`config.mk`:
```
export PLATFORM = sky130hd
export DESIGN_NAME = handshake_rr_packet_arbiter
export DESIGN_NICKNAME = d
export VERILOG_FILES = /design/src/rtl/handshake_arb_pkg.sv /design/src/rtl/handshake_rr_pick.sv /design/src/rtl/handshake_rr_packet_arbiter.sv
export SDC_FILE = /design/constraint.sdc
export NUM_CORES = 1
export LEC_CHECK = 0
export CAP_MARGIN = 20
export CORE_ASPECT_RATIO = 1.2
export CORE_MARGIN = 3
export CORE_UTILIZATION = 37
export DETAILED_ROUTE_END_ITERATION = 16
export PLACE_DENSITY_LB_ADDON = 0.25
export SYNTH_ARGS = -nofsm -noshare
export SYNTH_HDL_FRONTEND = slang
export SYNTH_SLANG_ARGS = --single-unit
```
`constraint.sdc`:
```
create_clock -name clk -period 2.56 [get_ports clk]
set_input_delay 0.256 -clock clk [delete_from_list [all_inputs] [get_ports clk]]
set_output_delay 0.256 -clock clk [all_outputs]
set_load 0.005 [all_outputs]
```
`src/rtl/handshake_arb_pkg.sv`:
```
// Shared types and helpers for the round-robin packet arbiter.
package handshake_arb_pkg;

   typedef enum logic {
      IDLE = 1'b0,
      LOCK = 1'b1
   } arb_state_e;

   // Index width that never collapses to zero bits for a single requester.
   function automatic int clog2_min1(input int n);
      return (n <= 1) ? 1 : $clog2(n);
   endfunction

endpackage

```
`src/rtl/handshake_rr_pick.sv`:
```
// Combinational round-robin picker: first set request at or after base, wrapping.
module handshake_rr_pick #(
   parameter int N = 4,
   parameter int W = 2
) (
   input  logic [N-1:0] req,
   input  logic [W-1:0] base,
   output logic [N-1:0] grant,
   output logic [W-1:0] index,
   output logic         any
);

   logic [N-1:0] rot;
   logic [N-1:0] first;
   logic [W:0]   off;
   logic [W:0]   sum;

   always_comb begin
      // Rotate so that bit 0 is the base requester, scan, then rotate back.
      rot   = N'({req, req} >> base);
      first = '0;
      off   = '0;
      any   = 1'b0;
      for (int i = 0; i < N; i++) begin
         if (rot[i] && !any) begin
            any      = 1'b1;
            first[i] = 1'b1;
            off      = (W+1)'(i);
         end
      end
      grant = N'(({first, first} << base) >> N);
      sum   = {1'b0, base} + off;
      if (sum >= (W+1)'(N)) begin
         sum = sum - (W+1)'(N);
      end
      index = sum[W-1:0];
   end

endmodule

```
`src/rtl/handshake_rr_packet_arbiter.sv`:
```
// Packet-granular round-robin arbiter sharing one registered valid/ready channel.
//
//   state | meaning
//   IDLE  | between packets; round-robin pick among all valid requesters
//   LOCK  | mid-packet; only owner_q may send until its last beat transfers
module handshake_rr_packet_arbiter
   import handshake_arb_pkg::*;
#(
   parameter  int N_REQ  = 4,
   parameter  int DATA_W = 32,
   localparam int ID_W   = clog2_min1(N_REQ)
) (
   input  logic                    clk,
   input  logic                    rst_n,
   input  logic [N_REQ-1:0]        m_valid,
   input  logic [N_REQ*DATA_W-1:0] m_data,
   input  logic [N_REQ-1:0]        m_last,
   output logic [N_REQ-1:0]        m_ready,
   output logic                    s_valid,
   output logic [DATA_W-1:0]       s_data,
   output logic                    s_last,
   output logic [ID_W-1:0]         s_id,
   input  logic                    s_ready
);

   arb_state_e        state_q, state_d;
   logic [ID_W-1:0]   rr_ptr_q, rr_ptr_d;
   logic [ID_W-1:0]   owner_q, owner_d;
   logic              s_valid_q, s_valid_d;
   logic [DATA_W-1:0] s_data_q, s_data_d;
   logic              s_last_q, s_last_d;
   logic [ID_W-1:0]   s_id_q, s_id_d;

   logic [N_REQ-1:0]  pick_grant;
   logic [ID_W-1:0]   pick_idx;
   logic              pick_any;

   logic              load_en;
   logic [N_REQ-1:0]  grant;
   logic [ID_W-1:0]   win_idx;
   logic [DATA_W-1:0] beat_data;
   logic              beat_last;
   logic              xfer;

   function automatic logic [ID_W-1:0] next_ptr(input logic [ID_W-1:0] p);
      return (p == ID_W'(N_REQ - 1)) ? '0 : p + ID_W'(1);
   endfunction

   handshake_rr_pick #(
      .N (N_REQ),
      .W (ID_W)
   ) u_pick (
      .req   (m_valid),
      .base  (rr_ptr_q),
      .grant (pick_grant),
      .index (pick_idx),
      .any   (pick_any)
   );

   always_comb begin
      load_en = ~s_valid_q | s_ready;
      if (state_q == LOCK) begin
         grant   = m_valid & (N_REQ'(1) << owner_q);
         win_idx = owner_q;
      end else begin
         grant   = pick_any ? pick_grant : '0;
         win_idx = pick_idx;
      end
      m_ready   = load_en ? grant : '0;
      beat_data = '0;
      beat_last = 1'b0;
      for (int i = 0; i < N_REQ; i++) begin
         if (grant[i]) begin
            beat_data = m_data[i*DATA_W +: DATA_W];
            beat_last = m_last[i];
         end
      end
      // grant only ever selects valid requesters, so any ready bit is a transfer
      xfer = |m_ready;
   end

   always_comb begin
      state_d   = state_q;
      rr_ptr_d  = rr_ptr_q;
      owner_d   = owner_q;
      s_valid_d = s_valid_q;
      s_data_d  = s_data_q;
      s_last_d  = s_last_q;
      s_id_d    = s_id_q;

      if (load_en) begin
         s_valid_d = xfer;
         if (xfer) begin
            s_data_d = beat_data;
            s_last_d = beat_last;
            s_id_d   = win_idx;
         end
      end

      case (state_q)
         IDLE: begin
            if (xfer) begin
               if (beat_last) begin
                  rr_ptr_d = next_ptr(win_idx);
               end else begin
                  state_d = LOCK;
                  owner_d = win_idx;
               end
            end
         end
         LOCK: begin
            if (xfer && beat_last) begin
               state_d  = IDLE;
               rr_ptr_d = next_ptr(owner_q);
            end
         end
         default: state_d = IDLE;
      endcase
   end

   always_ff @(posedge clk or negedge rst_n) begin
      if (!rst_n) begin
         state_q   <= IDLE;
         rr_ptr_q  <= '0;
         owner_q   <= '0;
         s_valid_q <= 1'b0;
         s_data_q  <= '0;
         s_last_q  <= 1'b0;
         s_id_q    <= '0;
      end else begin
         state_q   <= state_d;
         rr_ptr_q  <= rr_ptr_d;
         owner_q   <= owner_d;
         s_valid_q <= s_valid_d;
         s_data_q  <= s_data_d;
         s_last_q  <= s_last_d;
         s_id_q    <= s_id_d;
      end
   end

   assign s_valid = s_valid_q;
   assign s_data  = s_data_q;
   assign s_last  = s_last_q;
   assign s_id    = s_id_q;

endmodule
```
# [Word level (Yosys, flattened, before mapping)]
# Index checks and enable logic that the tools add are counted.
[totals] latch_bits=0 wordCells=69 n_memories=0 ff_bits=41 romBits=0 mem_bits_rw=0
[op_classes] magnitude_cmp=1 shifts=3 add_sub_neg=4 multipliers=0 reduce_logical=11 div_mod_pow=0 n_eq_ne=5 muxes=33 bitwise=5
[ops] cell="$mux W32" count=4
[ops] cell="$mux W2" count=9
[ops] cell="$mux W1" count=15
[ops] cell="$mux W4" count=3
[ops] cell="$shl A8 B2 Y8" count=1
[ops] cell="$shr A8 B2 Y4" count=1
[ops] cell="$reduce_and A3 Y1" count=2
[ops] cell="$add A2 B1 Y2 const B" count=2
[ops] cell="$and A4 B4 Y4" count=1
[ops] cell="$eq A2 B2 Y1 const B" count=2
[ops] cell="$logic_and A1 B1 Y1" count=4
[ops] cell="$ne A2 B2 Y1 const B" count=2
[ops] cell="$pmux W2 S2" count=1
[ops] cell="$reduce_or A4 Y1" count=1
[ops] cell="$shl A1 B2 Y4 const A" count=1
[ops] cell="$add A2 B2 Y3" count=1
[ops] cell="$ge A3 B3 Y1 const B" count=1
[ops] cell="$logic_not A1 Y1" count=3
[ops] cell="$not A1 Y1" count=3
[ops] cell="$ne A2 B1 Y1 const B" count=1
[ops] cell="$pmux W1 S2" count=1
[ops] cell="$reduce_and A2 Y1" count=1
[ops] cell="$sub A2 B1 Y2 const B" count=1
[ops] cell="$or A1 B1 Y1" count=1

# [Longest topological paths before layout]
[logic_depth] ltp_word=21 depth_mapped=12 depth_no_buf=11

# [Hierarchy]
# A second synthesis with hierarchy kept.
[unflattened] hier_cells=330 hier_area_um2=2902.8
[modules_own_cells] mod="handshake_rr_packet_arbiter" cells_per_inst=283 instances=1 seq_area_each_um2=1026.0 area_each_um2=2611.3
[modules_own_cells] mod="handshake_rr_pick" cells_per_inst=47 instances=1 seq_area_each_um2=0.0 area_each_um2=291.5

# [Least setup slack after synthesis]
# Ideal clock, no wire load.
[synth_path] path_type="register to register" start="reg rr_ptr_q[0]" end="reg owner_q[0]" slack_ns=0.235 t_arrival_ns=2.197 path_buffers=1 path_stages_with_launch=9 required_ns=2.432 setup_time_ns=0.128 path_cell_list="dfrtp_1 -> nand2b_1 -> a211o_1 -> and3_1 -> clkbuf_1 -> a221o_1 -> a22oi_2 -> nand3b_1 -> mux2_1"
[synth_between] elab_chain_len=20 elab_cells_between_ends=33
[synth_rtl] item="from (decl)" line="handshake_rr_packet_arbiter.sv:27" rtl="logic [ID_W-1:0] rr_ptr_q, rr_ptr_d;"
[synth_rtl] item="from (signal assigned)" line="handshake_rr_packet_arbiter.sv:132" rtl="rr_ptr_q <= rr_ptr_d;"
[synth_rtl] item="$shr A8 B2 Y4" line="handshake_rr_pick.sv:20" rtl="rot = N'({req, req} >> base);"
[synth_rtl] item="$mux W1" line="handshake_rr_pick.sv:25" rtl="if (rot[i] && !any) begin"
[synth_rtl] item="$logic_not A1 Y1" line="handshake_rr_pick.sv:25"
[synth_rtl] item="$logic_and A1 B1 Y1" line="handshake_rr_pick.sv:25"
[synth_rtl] item="$mux W1" line="handshake_rr_pick.sv:25"
[synth_rtl] item="$logic_not A1 Y1" line="handshake_rr_pick.sv:25"
[synth_rtl] item="$logic_and A1 B1 Y1" line="handshake_rr_pick.sv:25"
[synth_rtl] item="$mux W1" line="handshake_rr_pick.sv:25"
[synth_rtl] item="$logic_not A1 Y1" line="handshake_rr_pick.sv:25"
[synth_rtl] item="$logic_and A1 B1 Y1" line="handshake_rr_pick.sv:25"
[synth_rtl] item="$mux W1" line="handshake_rr_pick.sv:25"
[synth_rtl] item="$shl A8 B2 Y8" line="handshake_rr_pick.sv:31" rtl="grant = N'(({first, first} << base) >> N);"
[synth_rtl] item="$mux W4" line="handshake_rr_packet_arbiter.sv:66" rtl="grant = pick_any ? pick_grant : '0;"
[synth_rtl] item="$mux W4" line="handshake_rr_packet_arbiter.sv:62" rtl="if (state_q == LOCK) begin"
[synth_rtl] item="$mux W1 (4 in a row)" line="handshake_rr_packet_arbiter.sv:73" rtl="if (grant[i]) begin"
[synth_rtl] item="$not A1 Y1 (no line)"
[synth_rtl] item="$reduce_and A3 Y1 (no line)"
[synth_rtl] item="to (signal assigned)" line="handshake_rr_packet_arbiter.sv:133" rtl="owner_q <= owner_d;"
[synth_rtl] item="to (decl)" line="handshake_rr_packet_arbiter.sv:28" rtl="logic [ID_W-1:0] owner_q, owner_d;"
# Parallel ways exist; a longest one is shown, timed or not.
# A chain may end at the register's enable or synchronous reset.

# [Worst setup path after layout]
[layout_path] start="reg rr_ptr_q[0]" end="reg owner_q[1]"
# Same word-level chain as after synthesis.

==> impl_metrics.toml <==
[outcome]
status = "complete, no violations"

[logic_synthesis]
synth_top_family_by_area = "compound AO/OA/AOI/OAI gates"
yosysUniqueCellTypes = 41
synth_xor_xnor_area_share = 0.00941
synthAdderAreaFrac = 0.0224
synth_compound_area_frac = 0.302
synthCells = 354
syn_area_sq_mm = 0.00279
ys_seq_area_frac = 0.367
ys_ff_latch = 41
yosysWarnings = 0
yosys.area_share.simple = 0.205
syn_nets = 498
synthMuxAreaShare = 0.0314
avgSynthCellArea_sq_um = 7.89

[sta]
slew_viol_final = 0
tns_ns = 0
period_needed_ns = 2.48
relSlewSlack = 0.383
rsz0062_at_grt = "false"
fin_crit_sh = 0.971
setup_viol = 0
worst_slack_ns = 0.0752
finalClockSkew_ns = 0.00553
finalHoldViolCount = 0
fmax_ghz = 0.402
tightest_slew_ns = 0.925

[clock_network]
cts_root_buf = "clkbuf_8"
insertion_delay_ns = 0.28
clock-sinks = 41
cts_hold_buffers = 0
htree_levels = 2
cts-buffers-inserted = 5
cts_tree = "built"
cts.clk_slew.worst_paths_ns = 0.08
cts_buffer_depth = 2

[flow_run]
drv_cap = 0

[cells_and_area]
drive_gt1_frac = 0.141
diodes = 0
n_fill_cell = 603
layout.nets = 706
mostFrequentLayoutCells = "173 x clkdlybuf4s50_1, 53 x buf_4, 40 x nor2_1"
finalInstanceArea_sq_mm = 0.00520
postLayoutCoreUtil = 0.715
synthToLayoutAreaGrowth_pct = 86.2
stdcell_count = 652
final_common_cell = "clkdlybuf4s50_1"

[setup_path]
cp_max_fo = 6
critPathLaunchType = "flop"
required_ns = 2.72
end_kind = "flop"
crit_type = "flop to flop"
critPathArrivalTime_ns = 2.65

[global_routing]
grt_pass1_vias = 3612
grt_first_pass_wirelength_um = 16800
track_usage = 0.244
grt_max_degree = 42
antenna_found_initial = 0
grt_overflow = 0

[floorplanning]
coreArea_sq_mm = 0.00727
dieArea_sq_mm = 0.00863
die_w_um = 85.3
initial_core_util = 0.384
num_rows = 34
die_y_um = 101
io_pins = 179

[placed_design]
gp_congestion = 0.830
portBuffers = 178
place_area_sq_mm = 0.00498
dp.cells = 637
dp_hpwl_um = 8530
post-place-ws_ns = -0.417

[power]
vdd_drop_max_v = 0.000543
leakagePower_uw = 0.00214
power_density_mw_per_mm2 = 1040

[routing]
wl_per_cell_um = 16.9
firstDrtPassIters = 4
detail-route-antenna-nets = 0
vias_per_cell = 5.48
wl_um = 11000
drt_iter0_markers = 125
drc_errors = 0
via_count = 3571

[hold_path]
hold_path.class = "primary input to asynchronous set/reset pin"
## registers in the layout (all words and copies together), names as in the netlist
signal and count:
owner_q 2, state_q 1, rr_ptr_q 2, s_id 2, s_data 32, s_valid 1
s_last 1
## stage by stage
stage	hold slack (ns)	power (uW)
after floorplan	-0.0396	3050
after global placement	0.446	4690
after detailed placement	0.447	4810
after CTS	0.128	5330
after global routing	0.169	5850
final	0.105	5410
## path summary, 6_finish.rpt
check,from,endpoint,slack (ns),cells past startpoint
setup / recovery,rr_ptr_q[0]$_DFFE_PN0P_,owner_q[1]$_DFFE_PN0P_,0.08,8
hold / removal,rst_n,s_data[21]$_DFFE_PN0P_,0.10,1
setup reg to reg,rr_ptr_q[0]$_DFFE_PN0P_,owner_q[1]$_DFFE_PN0P_,0.08,8
hold reg to reg,s_data[14]$_DFFE_PN0P_,s_data[14]$_DFFE_PN0P_,0.48,2
max in group asynchronous,rst_n,rr_ptr_q[1]$_DFFE_PN0P_,1.81,1
min in group clk,s_data[14]$_DFFE_PN0P_,s_data[14]$_DFFE_PN0P_,0.48,2
## cell usage after synthesis (all sizes together)
master   number  area share
nor2         40       0.054
nor3         36       0.065
a31oi         2      0.0045
a221o         1      0.0036
and3          1      0.0022
nand4         1      0.0022
clkbuf       23       0.031
a311oi        2      0.0063
o22ai         1      0.0022
and2b         1      0.0027
mux2i         2      0.0072
a22oi         2      0.0072
or3           1      0.0022
ha            5       0.022
o31ai         1      0.0027
buf          11       0.020
a2111oi       1      0.0054
nand2b        5       0.011
inv           9       0.012
o211ai        1      0.0027
o311a         3       0.011
nand3b        1      0.0027
nand3         1      0.0018
nor2b         4      0.0090
o31a          1      0.0031
xnor2         3      0.0094
a21o          1      0.0027
and2          2      0.0045
o21ai        38       0.068
a211o         1      0.0031
nand2        36       0.048
o311ai        2      0.0063
o41ai         1      0.0099
a21oi        35       0.063
a221oi       32        0.10
dfrtp        41        0.37
mux2          6       0.024
## worst max-delay path, cell delays in order, from the launching register on
cell and delay [ns]:
dfrtp_1 0.42, buf_4 0.17, and2b_1 0.21, o31ai_2 0.07, o311a_1 0.44, o41ai_4 0.36, buf_4 0.20, nand3b_1 0.15
mux2_1 0.33
## routing by layer
layer,wire length [um],track usage,part of all wire
met1,4140,0.278,0.38
met2,5840,0.438,0.53
met3,822,0.0651,0.075
met4,228,0.0865,0.021
met5,0,0,0
## cell type report
type	instances	area [sq um]	area share
Clock buffer	7	86.3	0.0166
Inverter	9	33.8	0.00650
Multi-Input combinational cell	270	1690	0.324
Sequential cell	41	1030	0.198
Tap cell	90	113	0.0217
Timing Repair Buffer	235	2250	0.433
## logic make-up (layout without fill, tap and decap cells)
logic type	Yosys count	after routing
AO/OA/AOI/OAI	125	125
XOR/XNOR	3	3
adder cells (fa/ha/maj)	5	5
buffers and inverters	43	251
flip-flops	41	41
multiplexers	8	8
AND/OR/NAND/NOR	129	129
## what timing repair did
item	CTS	global route
cloned	0	0
pin swaps	3	5
setup endpoints to repair	18	41
resized for setup	5	12
buffers inserted	4	4
## report_power, final
part           internal [uW]  total (uW)  switching [uW]
Combinational           2020        3840            1820
Clock                    214         424             210
Sequential               955        1140             187
Total                   3190        5410            2220
No activity file was read; power rests on OpenSTA's default activity.
